$ cat src/rtl/jpeg_stream_quantizer.sv
// Streaming table-driven JPEG quantizer: one coefficient per cycle through a 3-stage pipeline.
// It uses runtime-programmable reciprocal tables. Optional macro: QUANT_SAT_EN clamps the
// result; without it the result wraps.
module jpeg_stream_quantizer #(
    parameter int IN_WIDTH    = 11,
    parameter int OUT_WIDTH   = 11,
    parameter int FRAC_BITS   = 12,
    parameter int RECIP_WIDTH = 13,
    parameter int NUM_TABLES  = 2,
    localparam int TSW        = (NUM_TABLES > 1) ? $clog2(NUM_TABLES) : 1
) (
    input  logic                         clk,
    input  logic                         rst,
    input  logic                         in_valid,
    output logic                         in_ready,
    input  logic signed [IN_WIDTH-1:0]   in_data,
    input  logic [TSW-1:0]               in_tsel,
    output logic                         out_valid,
    input  logic                         out_ready,
    output logic signed [OUT_WIDTH-1:0]  out_data,
    output logic                         out_last,
    input  logic                         tbl_we,
    input  logic [TSW-1:0]               tbl_sel,
    input  logic [5:0]                   tbl_addr,
    input  logic [RECIP_WIDTH-1:0]       tbl_data
);
    localparam int PW = IN_WIDTH + RECIP_WIDTH + 1;
    localparam logic [RECIP_WIDTH-1:0] RECIP_ONE = RECIP_WIDTH'(2 ** FRAC_BITS);
    localparam logic [PW-1:0] HALF = PW'(2 ** (FRAC_BITS - 1));

    logic [RECIP_WIDTH-1:0]       r_tbl [NUM_TABLES][64];
    logic [5:0]                   r_idx;
    logic [TSW-1:0]               r_blkTsel;
    logic                         r_v1;
    logic                         r_last1;
    logic signed [IN_WIDTH-1:0]   r_coef1;
    logic [RECIP_WIDTH-1:0]       r_recip1;
    logic                         r_v2;
    logic                         r_last2;
    logic signed [PW-1:0]         r_prod2;
    logic                         r_outValid;
    logic                         r_outLast;
    logic signed [OUT_WIDTH-1:0]  r_outData;

    logic                         w_stall;
    logic                         w_accept;
    logic [TSW-1:0]               w_curTsel;
    logic [TSW-1:0]               w_lookupTsel;
    logic [RECIP_WIDTH-1:0]       w_recip;
    logic signed [PW-1:0]         w_coefExt;
    logic signed [PW-1:0]         w_recipExt;
    logic                         w_neg;
    logic [PW-1:0]                w_mag;
    logic [PW-1:0]                w_rnd;
    logic [OUT_WIDTH-1:0]         w_q;

    // A held output freezes every stage, so upstream sees the stall the same cycle.
    assign w_stall   = r_outValid && !out_ready;
    assign w_accept  = in_valid && !w_stall;
    assign in_ready  = !w_stall;
    assign out_valid = r_outValid;
    assign out_data  = r_outData;
    assign out_last  = r_outLast;

    always_comb begin
        w_curTsel    = (r_idx == 6'd0) ? in_tsel : r_blkTsel;
        w_lookupTsel = w_curTsel;
        if (int'(w_curTsel) >= NUM_TABLES) begin
            w_lookupTsel = '0;
        end
        w_recip = r_tbl[w_lookupTsel][r_idx];
    end

    always_ff @(posedge clk or posedge rst) begin
        if (rst) begin
            for (int t = 0; t < NUM_TABLES; t++) begin
                for (int e = 0; e < 64; e++) begin
                    r_tbl[t][e] <= RECIP_ONE;
                end
            end
        end else if (tbl_we && (int'(tbl_sel) < NUM_TABLES)) begin
            r_tbl[tbl_sel][tbl_addr] <= tbl_data;
        end
    end

    // The table select is captured only with the first coefficient of each block.
    always_ff @(posedge clk or posedge rst) begin
        if (rst) begin
            r_idx     <= '0;
            r_blkTsel <= '0;
        end else if (w_accept) begin
            r_idx <= r_idx + 6'd1;
            if (r_idx == 6'd0) begin
                r_blkTsel <= in_tsel;
            end
        end
    end

    assign w_coefExt  = PW'(r_coef1);
    assign w_recipExt = $signed(PW'(r_recip1));
    assign w_neg      = r_prod2[PW-1];
    assign w_mag      = w_neg ? -r_prod2 : r_prod2;
    assign w_rnd      = (w_mag + HALF) >> FRAC_BITS;

`ifdef QUANT_SAT_EN
    localparam logic signed [PW-1:0] OUT_MAX = PW'(2 ** (OUT_WIDTH - 1) - 1);
    localparam logic signed [PW-1:0] OUT_MIN = ~OUT_MAX;
    logic signed [PW-1:0] w_res;

    assign w_res = w_neg ? -$signed(w_rnd) : $signed(w_rnd);

    always_comb begin
        w_q = w_res[OUT_WIDTH-1:0];
        if (w_res > OUT_MAX) begin
            w_q = OUT_MAX[OUT_WIDTH-1:0];
        end else if (w_res < OUT_MIN) begin
            w_q = OUT_MIN[OUT_WIDTH-1:0];
        end
    end
`else
    assign w_q = w_neg ? OUT_WIDTH'(-w_rnd) : OUT_WIDTH'(w_rnd);
`endif

    always_ff @(posedge clk or posedge rst) begin
        if (rst) begin
            r_v1       <= 1'b0;
            r_last1    <= 1'b0;
            r_coef1    <= '0;
            r_recip1   <= '0;
            r_v2       <= 1'b0;
            r_last2    <= 1'b0;
            r_prod2    <= '0;
            r_outValid <= 1'b0;
            r_outLast  <= 1'b0;
            r_outData  <= '0;
        end else if (!w_stall) begin
            r_v1 <= w_accept;
            if (w_accept) begin
                r_coef1  <= in_data;
                r_recip1 <= w_recip;
                r_last1  <= (r_idx == 6'd63);
            end
            r_v2 <= r_v1;
            if (r_v1) begin
                r_prod2 <= w_coefExt * w_recipExt;
                r_last2 <= r_last1;
            end
            r_outValid <= r_v2;
            r_outLast  <= r_v2 && r_last2;
            if (r_v2) begin
                r_outData <= w_q;
            end
        end
    end
endmodule

$ cat config.mk
export PLATFORM = sky130hd
export DESIGN_NAME = jpeg_stream_quantizer
export DESIGN_NICKNAME = d
export VERILOG_FILES = /design/src/rtl/jpeg_stream_quantizer.sv
export SDC_FILE = /design/constraint.sdc
export NUM_CORES = 2
export LEC_CHECK = 0
export ABC_AREA = 1
export BUFFER_PORTS_ARGS = -buffer_cell sky130_fd_sc_hd__buf_2
export CORE_UTILIZATION = 45
export DETAILED_ROUTE_END_ITERATION = 12
export HOLD_SLACK_MARGIN = 0.08
export MAX_ROUTING_LAYER = met4
export SYNTH_ARGS = -nofsm -noshare
export SYNTH_HDL_FRONTEND = slang
export SYNTH_SLANG_ARGS = --single-unit
$ cat constraint.sdc
create_clock -name clk -period 60.4 [get_ports clk]
set_input_delay 12.08 -clock clk [delete_from_list [all_inputs] [get_ports clk]]
set_output_delay 12.08 -clock clk [all_outputs]
set_load 0.03 [all_outputs]
* Word level (Yosys, flattened, before mapping)
Cells that the tools add are included.
Storage, ports and cells: register bits 1737, word-level logic and storage cells 182
Cells by class: mux-type cells 14, reductions and logical operators 11, equality and inequality tests 1, bitwise gates (word level) 5, add/subtract/negate cells 4, $lt $le $gt $ge 6, $mul 1
Operators by type and width (number):
- $mux 832 | 4
- $bwmux 1664 | 1
- $demux 832 s1 | 1
- $bmux 13 s6 | 1
- $demux 13 s6 | 1
- $mux 13 | 3
- $mul 11x14->25 | 1
- $add 23x12->23 const B | 1
- $mux 23 | 1
- $neg 23->23 | 1
- $ge 7x7->1 const B | 2
- $not 6->7 | 2
- $mux 11 | 1
- $neg 11->11 | 1
- $lt 7x1->1 const B | 1
- $add 6x1->6 const B | 1
- $eq 6x6->1 const B | 1
- $logic_not 6->1 | 1
- $reduce_and 2->1 | 3
- $logic_and 1x1->1 | 5
- $ge 2x2->1 const B | 2
- $not 1->2 | 2
- $logic_not 1->1 | 2
- $lt 2x1->1 const B | 1
- other kinds (2) | 2

* Longest topological paths before layout
word-level depth 9, depth in mapped cells 27

* Least setup slack after synthesis
Ideal clock, no wire load.
kind input port to output port, start input port out_ready, end output port in_ready, stages 2, slack 35.860 ns, arrival 12.460 ns, path buffers 0, cell sequence nor2_1 inv_1
Between the ends: longest elaborated chain between the ends 3
Ends and longest elaborated chain:
- start: declaration | line 19 | input logic out_ready,
- $logic_not 1->1 | line 58 | assign w_stall = r_outValid && !out_ready;
- $logic_and 1x1->1 | line 58
- $logic_not 1->1
- end: declaration | line 15 | output logic in_ready,
Every way passes these cells.

* Worst setup path in the final report
Ends and elaborated chain as after synthesis.

==> qor.yml <==
power.leakage_nw: 43.4
finalWirelength_um: 258000
ys.flop_type: "dfrtp_1"
wl_met1_um: 114000
power_frac_clock_pct: 27.8
ys_ff_latch: 1736
met2_length_um: 119000
drtPass1Iterations: 10
grt_pass1_vias: 67900
avgSynthCellArea_um2: 7.97
post-route-util_pct: 49.0
pwr-share-comb_pct: 39.5
layout_commonest_cell: "nand2_1"
timing.final.ws_setup_ps: 35510
core_area_mm2: 0.188
die_w_um: 437
start_kind: "primary input"
dieArea_mm2: 0.191
antenna_found_initial: 11
async_flop_share_pct: 100
final_max_slew_viol_count: 0
grt_pass1_wl_um: 405000
hold_violations: 0
route.met3.wl_um: 16200
syn_to_final_growth_pct: 8.12
clkLatencyLatePin_ps: 850
die_h_um: 437
power_density_mw_per_mm2: 45.7
antenna_left: 0
ctsLongestPathBuffers: 3
vias: 70700
cp-end-kind: "primary output"
post-place-ws_ps: 35530
cts_setup_buffers: 0
synth_area_mm2: 0.0852
violations: "DRC"
grt_overflow: 0
final.min_clock_period_ps: 24890
place_congestion: 0.966
rsz0062_at_grt: "no"
setup_viol: 0
wire_per_inst_um: 20.1
start_util_pct: 45.3
stdcell_area_mm2: 0.0921
fin_setup_tns_ps: 0
power_switching_share_pct: 41.7
cts_made_buffers: 187
drtIter0Drc: 7081
tightestPinTransition_ps: 1240
status: "finished with violations"
switchingPower_w: 0.00176
p_int_w: 0.00245
period_share_pct: 41.2
grt_start_max_net_pins: 199
htreeDepth: 4
synth_nets: 10900
cts.clk_slew.worst_paths_ps: 60
post_cts_resized: 0
timing.fmax_mhz: 40.2
io_pins: 51
synth_warnings: 0
syn_inst: 10700
nets: 10400
tritoncts: "done"
synth-edff-count: 0
cts_root_buf: "clkbuf_16"
clock_sinks: 1736
drive_above_1_share_pct: 6.29
seqPwrFrac_pct: 32.7
crit_fanout: 5
top_layer_used: "met4"
crit_required_ps: 48320
worstSetupPathType: "primary input to primary output"
cap_violations: 0
fp-row-count: 159
irDropWorstVdd_mv: 0.0395
mostFrequentLayoutCells: "3651 x nand2_1, 2132 x o21ai_0, 1606 x dfrtp_1"
grt_usage_pct: 27.8
synth_cell_types: 46
hpwlAfterDp_um: 150000
relSlewSlack_pct: 17.6
hold_buffers: 0
dpl-instance-area_mm2: 0.0858
hold_path.class: "flip-flop to flip-flop"
crit_arrival_ps: 12810
skew_ps: 31.5
ys_seq_area_share_pct: 51.2
portBuffers: 50
drcViolationCount: 8
via_per_inst: 5.50
critical path: stages:
cell	delay, ps
buf_2	100
nor2_1	260
inv_1	160
buf_2	210
final timing paths:
path / slack, ps / cells past startpoint / end / start
setup / recovery: 35510 / 4 / in_ready / out_ready
hold / removal: 480 / 2 / r_tbl[1412] / r_tbl[1412]
min in group asynchronous: 11450 / 2 / r_tbl[1607] / rst
max in group asynchronous: 44090 / 7 / r_tbl[457] / rst
setup reg to reg: 53520 / 21 / r_recip1[6] / r_idx[0]
hold reg to reg: 480 / 2 / r_tbl[1412] / r_tbl[1412]
cells by family (layout without fill, tap and decap cells):
family                   Yosys count  in the layout  synth area share [%]
AND/OR/NAND/NOR                 4673           4673                  21.5
AO/OA/AOI/OAI                   2678           2678                  16.8
flip-flops                      1736           1736                  51.2
buffers and inverters           1408           1066                  6.82
adder cells (fa/ha/maj)          178            178                  3.49
XOR/XNOR                          20             20                 0.206
other                              0              4                     0
state kept, by name (all words and copies together) (netlist names):
signal	cells
out_data	11
r_idx	6
r_prod2	24
r_blkTsel	1
r_last1	1
r_v1	1
r_last2	1
r_coef1	11
r_v2	1
out_valid	1
out_last	1
r_tbl	1664
r_recip1	13
through the flow:
| stage | power (W) | instances | hold slack, ps |
|---|---|---|---|
| after floorplan | 0.00253 | 10700 | 432 |
| after global placement | 0.00302 | 12500 | 449 |
| after detailed placement | 0.00304 | 12500 | 465 |
| after CTS | 0.00422 | 12800 | 479 |
| after global routing | 0.00448 | 12800 | 492 |
| final | 0.00421 | 12900 | 477 |
power by group through the flow:
stage / clock network (W) / registers, W / logic, W
2_1_floorplan: 0 / 0.00136 / 0.00116
3_3_place_gp: 0 / 0.00139 / 0.00163
3_5_place_dp: 0 / 0.00139 / 0.00164
4_1_cts: 0.00119 / 0.00137 / 0.00165
5_1_grt: 0.00124 / 0.00139 / 0.00185
6_report: 0.00117 / 0.00138 / 0.00166
Yosys cell counts (98+ instances only):
| cell | instances | share of area [%] |
|---|---|---|
| o211ai_1 | 282 | 2.5 |
| fa_1 | 99 | 2.3 |
| nor2_1 | 529 | 2.3 |
| buf_2 | 124 | 0.73 |
| inv_1 | 559 | 2.5 |
| a21oi_1 | 98 | 0.58 |
| o21ai_0 | 2132 | 13 |
| nand2_1 | 3652 | 16 |
| dfstp_2 | 128 | 3.9 |
| dfrtp_1 | 1608 | 47 |
| clkbuf_1 | 614 | 2.7 |
| nand3_1 | 393 | 2.3 |
per-layer routing:
metal	global-route usage [%]	up-vias
li1	-	33600
met2	43.3	2088
met5	-	-
met1	36.7	34600
met4	9.94	0
met3	4.52	412
layout make-up:
class	count	area, um^2
tap	2495	3120
fill	18200	95900
clock buffer	310	5740
antenna	4	10.0
timing repair buffer	137	1020
clock inverter	43	559
sequential	1736	43600
inverter	576	2240
multi-input combinational	7549	35800
(Power assumes the default switching activity.)
